===== src/rtl/alu_result_reader_if.sv =====
// Shared ALU result bus plus the sequencer-side request/response signals of the reader.
// Latency: none (wires only); timing is set by alu_result_reader.
// Backpressure: none; start is only accepted while busy is low, otherwise dropped.
interface alu_result_reader_if #(
    parameter int NUM_UNITS = 4,
    parameter int SEL_W     = 2
) ();
    logic                 start;
    logic [SEL_W-1:0]     unit_sel;
    logic                 clear;
    logic [7:0]           result_bus;
    logic [2:0]           flags_bus;
    logic [NUM_UNITS-1:0] oe;
    logic [7:0]           acc;
    logic [2:0]           status;
    logic                 busy;
    logic                 done;
    logic                 sel_err;

    // Control sequencer and functional units drive requests and the bus.
    modport master (
        output start, unit_sel, clear, result_bus, flags_bus,
        input  oe, acc, status, busy, done, sel_err
    );

    // The reader consumes requests and the bus, drives enables and results.
    modport slave (
        input  start, unit_sel, clear, result_bus, flags_bus,
        output oe, acc, status, busy, done, sel_err
    );
endinterface


===== src/rtl/alu_result_reader.sv =====
// Selects one functional unit onto the shared ALU bus, captures result/flags into acc/status.
// Latency: done pulses SETTLE_CYCLES+2 cycles after start is sampled (1 cycle for a bad select).
// Backpressure: start/clear are ignored while busy; option ALU_RESULT_READER_ZFLAG_EN derives zero flag.
module alu_result_reader #(
    parameter int NUM_UNITS     = 4,
    parameter int SEL_W         = 2,
    parameter int SETTLE_CYCLES = 1
) (
    input logic              clock,
    input logic              nreset,
    alu_result_reader_if.slave bus
);

    typedef enum logic [1:0] {
        IDLE  = 2'd0,
        DRIVE = 2'd1,
        DONE  = 2'd2
    } state_t;

    state_t               state, state_n;
    logic [3:0]           cnt, cnt_n;
    logic [NUM_UNITS-1:0] oe_q, oe_n;
    logic [7:0]           acc_q, acc_n;
    logic [2:0]           status_q, status_n;
    logic                 done_q, done_n;
    logic                 sel_err_q, sel_err_n;
    logic                 sel_ok;
    logic [2:0]           cap_status;

    assign sel_ok = (int'(bus.unit_sel) < NUM_UNITS);

`ifdef ALU_RESULT_READER_ZFLAG_EN
    // Zero flag is recomputed from the captured result; the unit's own zero flag is discarded.
    logic unused_flag_zero;
    assign unused_flag_zero = bus.flags_bus[0];
    assign cap_status = {bus.flags_bus[2:1], (bus.result_bus == 8'h00)};
`else
    // Flags are taken exactly as the functional unit presents them.
    assign cap_status = bus.flags_bus;
`endif

    // State and output registers; reset drops oe immediately so no unit keeps driving the bus.
    always_ff @(posedge clock or negedge nreset) begin
        if (!nreset) begin
            state     <= IDLE;
            cnt       <= 4'd0;
            oe_q      <= '0;
            acc_q     <= 8'h00;
            status_q  <= 3'b000;
            done_q    <= 1'b0;
            sel_err_q <= 1'b0;
        end else begin
            state     <= state_n;
            cnt       <= cnt_n;
            oe_q      <= oe_n;
            acc_q     <= acc_n;
            status_q  <= status_n;
            done_q    <= done_n;
            sel_err_q <= sel_err_n;
        end
    end

    // Next-state logic. The one-hot oe register itself holds the latched selection during DRIVE.
    always_comb begin
        state_n   = state;
        cnt_n     = cnt;
        oe_n      = oe_q;
        acc_n     = acc_q;
        status_n  = status_q;
        done_n    = 1'b0;
        sel_err_n = 1'b0;
        case (state)
            IDLE: begin
                // Clear and start may coincide; the later capture overwrites the cleared value.
                if (bus.clear) begin
                    acc_n    = 8'h00;
                    status_n = 3'b000;
                end
                if (bus.start) begin
                    if (sel_ok) begin
                        state_n = DRIVE;
                        cnt_n   = 4'(SETTLE_CYCLES);
                        for (int i = 0; i < NUM_UNITS; i++) begin
                            oe_n[i] = (int'(bus.unit_sel) == i);
                        end
                    end else begin
                        // Nonexistent unit: report completion with an error, never touch the bus.
                        state_n   = DONE;
                        done_n    = 1'b1;
                        sel_err_n = 1'b1;
                    end
                end
            end
            DRIVE: begin
                if (cnt != 4'd0) begin
                    cnt_n = cnt - 4'd1;
                end else begin
                    // Final edge of the oe window: sample the bus and release it together.
                    acc_n    = bus.result_bus;
                    status_n = cap_status;
                    oe_n     = '0;
                    state_n  = DONE;
                    done_n   = 1'b1;
                end
            end
            DONE: begin
                state_n = IDLE;
            end
            default: begin
                state_n = IDLE;
                oe_n    = '0;
            end
        endcase
    end

    assign bus.oe      = oe_q;
    assign bus.acc     = acc_q;
    assign bus.status  = status_q;
    assign bus.busy    = (state != IDLE);
    assign bus.done    = done_q;
    assign bus.sel_err = sel_err_q;

endmodule

===== src/flat_wrapper.sv =====
// flat-port wrapper written by rule: the top's interface ports become plain ports
module alu_result_reader_flat 
#(
    parameter int NUM_UNITS     = 4,
    parameter int SEL_W         = 2,
    parameter int SETTLE_CYCLES = 1
)
  (clock, nreset, bus_start, bus_unit_sel, bus_clear, bus_result_bus, bus_flags_bus, bus_oe, bus_acc, bus_status, bus_busy, bus_done, bus_sel_err);
  alu_result_reader_if #(.NUM_UNITS(NUM_UNITS), .SEL_W(SEL_W)) bus_i ();
  input logic clock;
  input logic nreset;
  input wire logic [$bits(bus_i.start)-1:0] bus_start;
  input wire logic [$bits(bus_i.unit_sel)-1:0] bus_unit_sel;
  input wire logic [$bits(bus_i.clear)-1:0] bus_clear;
  input wire logic [$bits(bus_i.result_bus)-1:0] bus_result_bus;
  input wire logic [$bits(bus_i.flags_bus)-1:0] bus_flags_bus;
  output wire logic [$bits(bus_i.oe)-1:0] bus_oe;
  output wire logic [$bits(bus_i.acc)-1:0] bus_acc;
  output wire logic [$bits(bus_i.status)-1:0] bus_status;
  output wire logic [$bits(bus_i.busy)-1:0] bus_busy;
  output wire logic [$bits(bus_i.done)-1:0] bus_done;
  output wire logic [$bits(bus_i.sel_err)-1:0] bus_sel_err;
  assign bus_i.start = bus_start;
  assign bus_i.unit_sel = bus_unit_sel;
  assign bus_i.clear = bus_clear;
  assign bus_i.result_bus = bus_result_bus;
  assign bus_i.flags_bus = bus_flags_bus;
  assign bus_oe = bus_i.oe;
  assign bus_acc = bus_i.acc;
  assign bus_status = bus_i.status;
  assign bus_busy = bus_i.busy;
  assign bus_done = bus_i.done;
  assign bus_sel_err = bus_i.sel_err;
  alu_result_reader #(.NUM_UNITS(NUM_UNITS), .SEL_W(SEL_W), .SETTLE_CYCLES(SETTLE_CYCLES)) u_core (.clock(clock), .nreset(nreset), .bus(bus_i));
endmodule

===== config.mk =====
export PLATFORM = sky130hd
export DESIGN_NAME = alu_result_reader_flat
export DESIGN_NICKNAME = d
export VERILOG_FILES = /design/src/rtl/alu_result_reader_if.sv /design/src/rtl/alu_result_reader.sv /design/src/flat_wrapper.sv
export SDC_FILE = /design/constraint.sdc
export NUM_CORES = 1
export LEC_CHECK = 0
export ABC_AREA = 1
export CAP_MARGIN = 15
export CORE_AREA = 3 3 64 66
export DETAILED_ROUTE_END_ITERATION = 12
export DIE_AREA = 0 0 67 69
export PLACE_DENSITY = 0.56
export REMOVE_ABC_BUFFERS = 1
export SLEW_MARGIN = 20
export SYNTH_ARGS = -nofsm -noshare
export SYNTH_HDL_FRONTEND = slang
export SYNTH_SLANG_ARGS = --single-unit

===== constraint.sdc =====
create_clock -name clock -period 2.85 [get_ports clock]
set_clock_uncertainty 0.15 [all_clocks]
set_input_delay 0.57 -clock clock [delete_from_list [all_inputs] [get_ports clock]]
set_output_delay 0.57 -clock clock [all_outputs]
set_load 0.005 [all_outputs]

Word-level counts from Yosys, hierarchy flattened
Index checks and enable logic that the tools add are counted.
{"block": "word_totals", "wordCells": 43, "ramBits": 0, "in_bits": 17, "register_bits": 22, "memories": 0, "romBits": 0, "latch_bits": 0, "output_inout_bits": 18}
{"block": "classes", "n_reduce_logical": 9, "div_mod_pow": 0, "mux": 17, "n_eq_ne": 9, "bitwise": 1, "n_shift": 0, "add_sub_neg": 1, "mul": 0, "n_lt_le_gt_ge": 0}
{"op": "2-to-1 mux 4 bit", "n": 4}
{"op": "2-to-1 mux 8 bit", "n": 2}
{"op": "one-hot mux 8 bit (2 select lines)", "n": 1}
{"op": "one-hot mux 4 bit (3 select lines)", "n": 1}
{"op": "AND reduction 3 bit", "n": 3}
{"op": "one-hot mux 4 bit (2 select lines)", "n": 1}
{"op": "equality test 2 bit (second input constant)", "n": 3}
{"op": "2-to-1 mux 3 bit", "n": 2}
{"op": "inequality test 2 bit (second input constant)", "n": 3}
{"op": "one-hot mux 3 bit (2 select lines)", "n": 1}
{"op": "equality test 2 x 1 -> 1 bit (second input constant)", "n": 2}
{"op": "zero test 2 bit", "n": 2}
{"op": "2-to-1 mux 2 bit", "n": 2}
{"op": "one-hot mux 2 bit (2 select lines)", "n": 1}
{"op": "nonzero test 2 bit", "n": 2}
{"op": "nonzero test 4 bit", "n": 1}
{"op": "subtractor 4 x 1 -> 4 bit (second input constant)", "n": 1}
{"op": "2-to-1 mux 1 bit", "n": 2}
{"op": "inequality test 2 x 1 -> 1 bit (second input constant)", "n": 1}
{"op": "AND reduction 2 bit", "n": 1}
{"op": "NOT 1 bit", "n": 1}

Depth between registers and ports, before layout
{"block": "depth", "word_depth": 3, "ltp_mapped": 8}

Least setup slack after synthesis
OpenSTA, ideal clock, no wires.
{"block": "synth_path", "kind": "register to register", "startpoint": "reg u_core.cnt[0]", "endpoint": "reg u_core.acc_q[0] (netlist: u_core.bus.acc[0])", "required_time_ns": 2.583, "arrival_ns": 1.106, "stages_incl_launch_ff": 7, "n_path_buf": 1, "setup_ns": 0.117, "setup_slack_ns": 1.476, "period_less_slack_ns": 1.374, "cell_sequence": "dfrtp_1 inv_1 ha_1 nand2_4 o21ai_4 buf_8 o21ai_2"}
{"block": "synth_via", "elab_chain_len": 3}
{"element": "from (decl)", "line_no": "alu_result_reader.sv:21", "text": "logic [3:0] cnt, cnt_n;"}
{"element": "from (signal assigned)", "line_no": "alu_result_reader.sv:54", "text": "cnt <= cnt_n;"}
{"element": "nonzero test 4 bit", "line_no": "alu_result_reader.sv:95", "text": "if (cnt != 4'd0) begin"}
{"element": "inequality test 2 bit (no line)"}
{"element": "AND reduction 3 bit (no line)"}
{"element": "to (signal assigned)", "line_no": "alu_result_reader.sv:56", "text": "acc_q <= acc_n;"}
{"element": "to (decl)", "line_no": "alu_result_reader.sv:23", "text": "logic [7:0] acc_q, acc_n;"}
No other way between the ends.
A chain may end at the register's enable or synchronous reset.

Final worst setup path
{"block": "layout_path", "startpoint": "reg u_core.state[0]", "endpoint": "out bus_busy"}
{"block": "layout_via", "elab_chain_len": 1}
{"element": "from (decl)", "line_no": "alu_result_reader.sv:20", "text": "state_t state, state_n;"}
{"element": "from (signal assigned)", "line_no": "alu_result_reader.sv:53", "text": "state <= state_n;"}
{"element": "nonzero test 2 bit", "line_no": "alu_result_reader.sv:119", "text": "assign bus.busy = (state != IDLE);"}
{"element": "to (decl)", "line_no": "flat_wrapper.sv:20", "text": "output wire logic [$bits(bus_i.busy)-1:0] bus_busy;"}
No other way between the ends.

==> flow_summary_export.csv <==
group,metric,value,unit
clocking,ctsHoldBuffers,0,
critical_path,cp-end-kind,"output pin",
critical_path,regToRegEndpoint,"u_core.bus.status[1]",
logic_synthesis,yosysSeqAreaShare,0.515,
sta,fmax,0.478,GHz
critical_path,slowest_delay,440,ps
drt,vias_per_cell,4.09,
finish,drive_above_1_share,0.173,
critical_path,cp.arrival,1370,ps
critical_path,crit_chain,"nor2_1 -> inv_1 -> clkdlybuf4s50_1",
die,coreArea,3630,sq um
drt,wl,2120,um
logic_synthesis,yosysTopAreaCell,"dfrtp_1",
finish,nNetsFinal,170,
finish,area_growth,40.7,%
sta,fin_crit_sh,0.735,
sta,slew_viol_final,0,
clocking,post_cts_buffers,0,
min_path,min_path_cells,2,
pwr,vdd_drop_max,0.378,mV
logic_synthesis,yosysUniqueCellTypes,22,
clocking,clock_latency,270,ps
drt,wire_per_inst,10.7,um
clocking,ctsResizeCount,0,
logic_synthesis,ys_ff_latch,22,
critical_path,crit_slowest_cell,"clkdlybuf4s50_1",
critical_path,critPathKind,"flip-flop to output pin",
critical_path,r2r_slack,1190,ps
min_path,hold_path_class,"flip-flop to flip-flop",
sta,hold_viol,0,
pwr,power_leakage,0.714,nW
finish,n_antenna_cell,0,
logic_synthesis,syn-mean-instance-area,9.29,sq um
global_routing,grt_usage,0.105,
drt,vias,809,
sta,setup_viol,0,
clocking,cts_sinks,22,
critical_path,worst_r2r_path_depth,5,
min_path,min_from,"u_core.bus.oe[2]",
pwr,pwr_density_cell,964,nW/um^2
clocking,cts_buffers,3,
placed_design,dp_hpwl,1590,um
critical_path,critical-path-top-delay-family,"buffers and inverters",
finish,layout_commonest_cell,"clkdlybuf4s50_1",
sta,rsz0062_at_grt,"no",
global_routing,antenna_found_initial,0,
sta,finalCriticalPeriod,2090,ps
drt,drc,0,
placed_design,finalWeightedCongestion,0.693,
placed_design,place.port_buffers,33,
global_routing,grt_max_degree,23,
finish,final_cell_mix,"clkdlybuf4s50_1 (33), nand2_1 (29), dfrtp_1 (22), inv_1 (21), o21ai_2 (11)",
critical_path,cp_max_fo,4,
die,io_pins,35,
logic_synthesis,synth_top_area_frac,0.515,
drt,drt-initial-drc-count,51,
status,outcome,"complete, no violations",
die,die_x,67,um
logic_synthesis,syn_area,1070,sq um
clocking,clk_path_buf_depth,2,
clocking,path_clk_slew,80,ps
drt,ant_nets,0,
clocking,cts_max_level,1,
critical_path,critPathBufInv,2,
placed_design,placed_cells,194,
drt,drtPass1Iterations,4,
critical_path,crit_path_end,"bus_busy",
flow_run,maxCapViolCount,0,
critical_path,cp.depth,3,
die,start_util,0.294,
critical_path,worstPathRequired,2130,ps
global_routing,grt_pass1_vias,828,
sta,fin_tns_setup,0,ps
clocking,cts_tree,"done",
logic_synthesis,ys_top_cells_by_area,"dfrtp_1 (52%), nand2_1 (10%), o21ai_2 (9.0%)",
critical_path,worst_setup_path_start_kind,"flip-flop",
die,chipHeight,69,um
die,placementRows,22,
critical_path,reg2reg_from,"u_core.cnt[0]",
finish,fin_cells,198,
critical_path,critPathLaunch,"u_core.state[0]",
global_routing,grt_overflow,0,
logic_synthesis,ys.warnings.count,0,
die,die_area,4620,sq um
global_routing,grt_pass1_wl,3680,um
logic_synthesis,synth_cells,115,
clocking,cts_root_buffer,"clkbuf_8",
==> area by class of cell <==
type / count / area [sq um]
fillers: 370 / 2130
multi-input cells: 68 / 402
flip-flops and latches: 22 / 551
well taps: 48 / 60.1
clock inverters: 1 / 30.0
repair buffers: 34 / 338
inverters: 22 / 82.6
clock buffers: 3 / 41.3
==> worst min-delay path by stage <==
| stage | endpoint | slack [ps] |
|---|---|---|
| 6_report | u_core.bus.oe[2] | 320 |
| 5_1_grt | u_core.bus.oe[2] | 360 |
| 4_1_cts | u_core.bus.oe[2] | 330 |
| 3_5_place_dp | u_core.bus.oe[2] | 310 |
| 3_3_place_gp | u_core.bus.oe[2] | 310 |
| 2_1_floorplan | u_core.bus.acc[0] | 120 |
==> cells by family after synthesis <==
| kind of cell | share of synthesized area |
|---|---|
| buf+inv | 0.109 |
| compound gates | 0.110 |
| flops | 0.515 |
| simple gates | 0.231 |
| fa+ha+maj | 0.0234 |
| xor+xnor | 0.00820 |
| other cells | 0.00351 |
==> routing by layer <==
layer	wire (um)	global-route usage
met5	0	0
met1	942	0.135
met4	61	0.0608
met2	999	0.159
met3	119	0.0228
==> worst reg2reg max path, delay by kind of cell, from the launching register on <==
kind                       cells  cell delay [ps]
and+or+nand+nor                1              100
buffers and inverters          1              140
DFF                            1              390
AOI/OAI and AO/OA              2              540
adders and majority gates      1              220
==> cell usage after synthesis, drive strengths merged <==
| master | count |
|---|---|
| xor2 | 1 |
| dfrtp | 22 |
| inv | 22 |
| conb | 1 |
| nor2 | 8 |
| o21ai | 13 |
| or2 | 2 |
| nand2 | 33 |
| buf | 3 |
| nand3 | 8 |
| ha | 2 |
==> metrics by stage <==
| step | setup WS [ps] | utilization | hold slack, ps | total power, mW | cell area (sq um) |
|---|---|---|---|---|---|
| 2_1_floorplan | 1360 | - | 124 | 0.910 | 1030 |
| 3_3_place_gp | 1060 | 0.394 | 306 | 1.16 | 1430 |
| 3_5_place_dp | 1030 | 0.394 | 308 | 1.18 | 1430 |
| 4_1_cts | 729 | 0.414 | 328 | 1.48 | 1500 |
| 5_1_grt | 637 | 0.414 | 362 | 1.59 | 1500 |
| 6_report | 757 | 0.414 | 322 | 1.45 | 1500 |
==> state kept, by name, indices dropped and copies added (netlist names) <==
signal             count
u_core.bus.acc         8
u_core.bus.oe          4
u_core.cnt             4
u_core.bus.status      3
u_core.state           2
u_core.bus.done        1
==> where the power goes <==
group | leakage [nW] | switching (mW) | internal [mW]
Combinational | 0.387 | 0.372 | 0.304
Clock | 0.0357 | 0.105 | 0.188
Sequential | 0.291 | 0.0641 | 0.418
Total | 0.714 | 0.540 | 0.909
No activity file was read; power rests on OpenSTA's default activity.
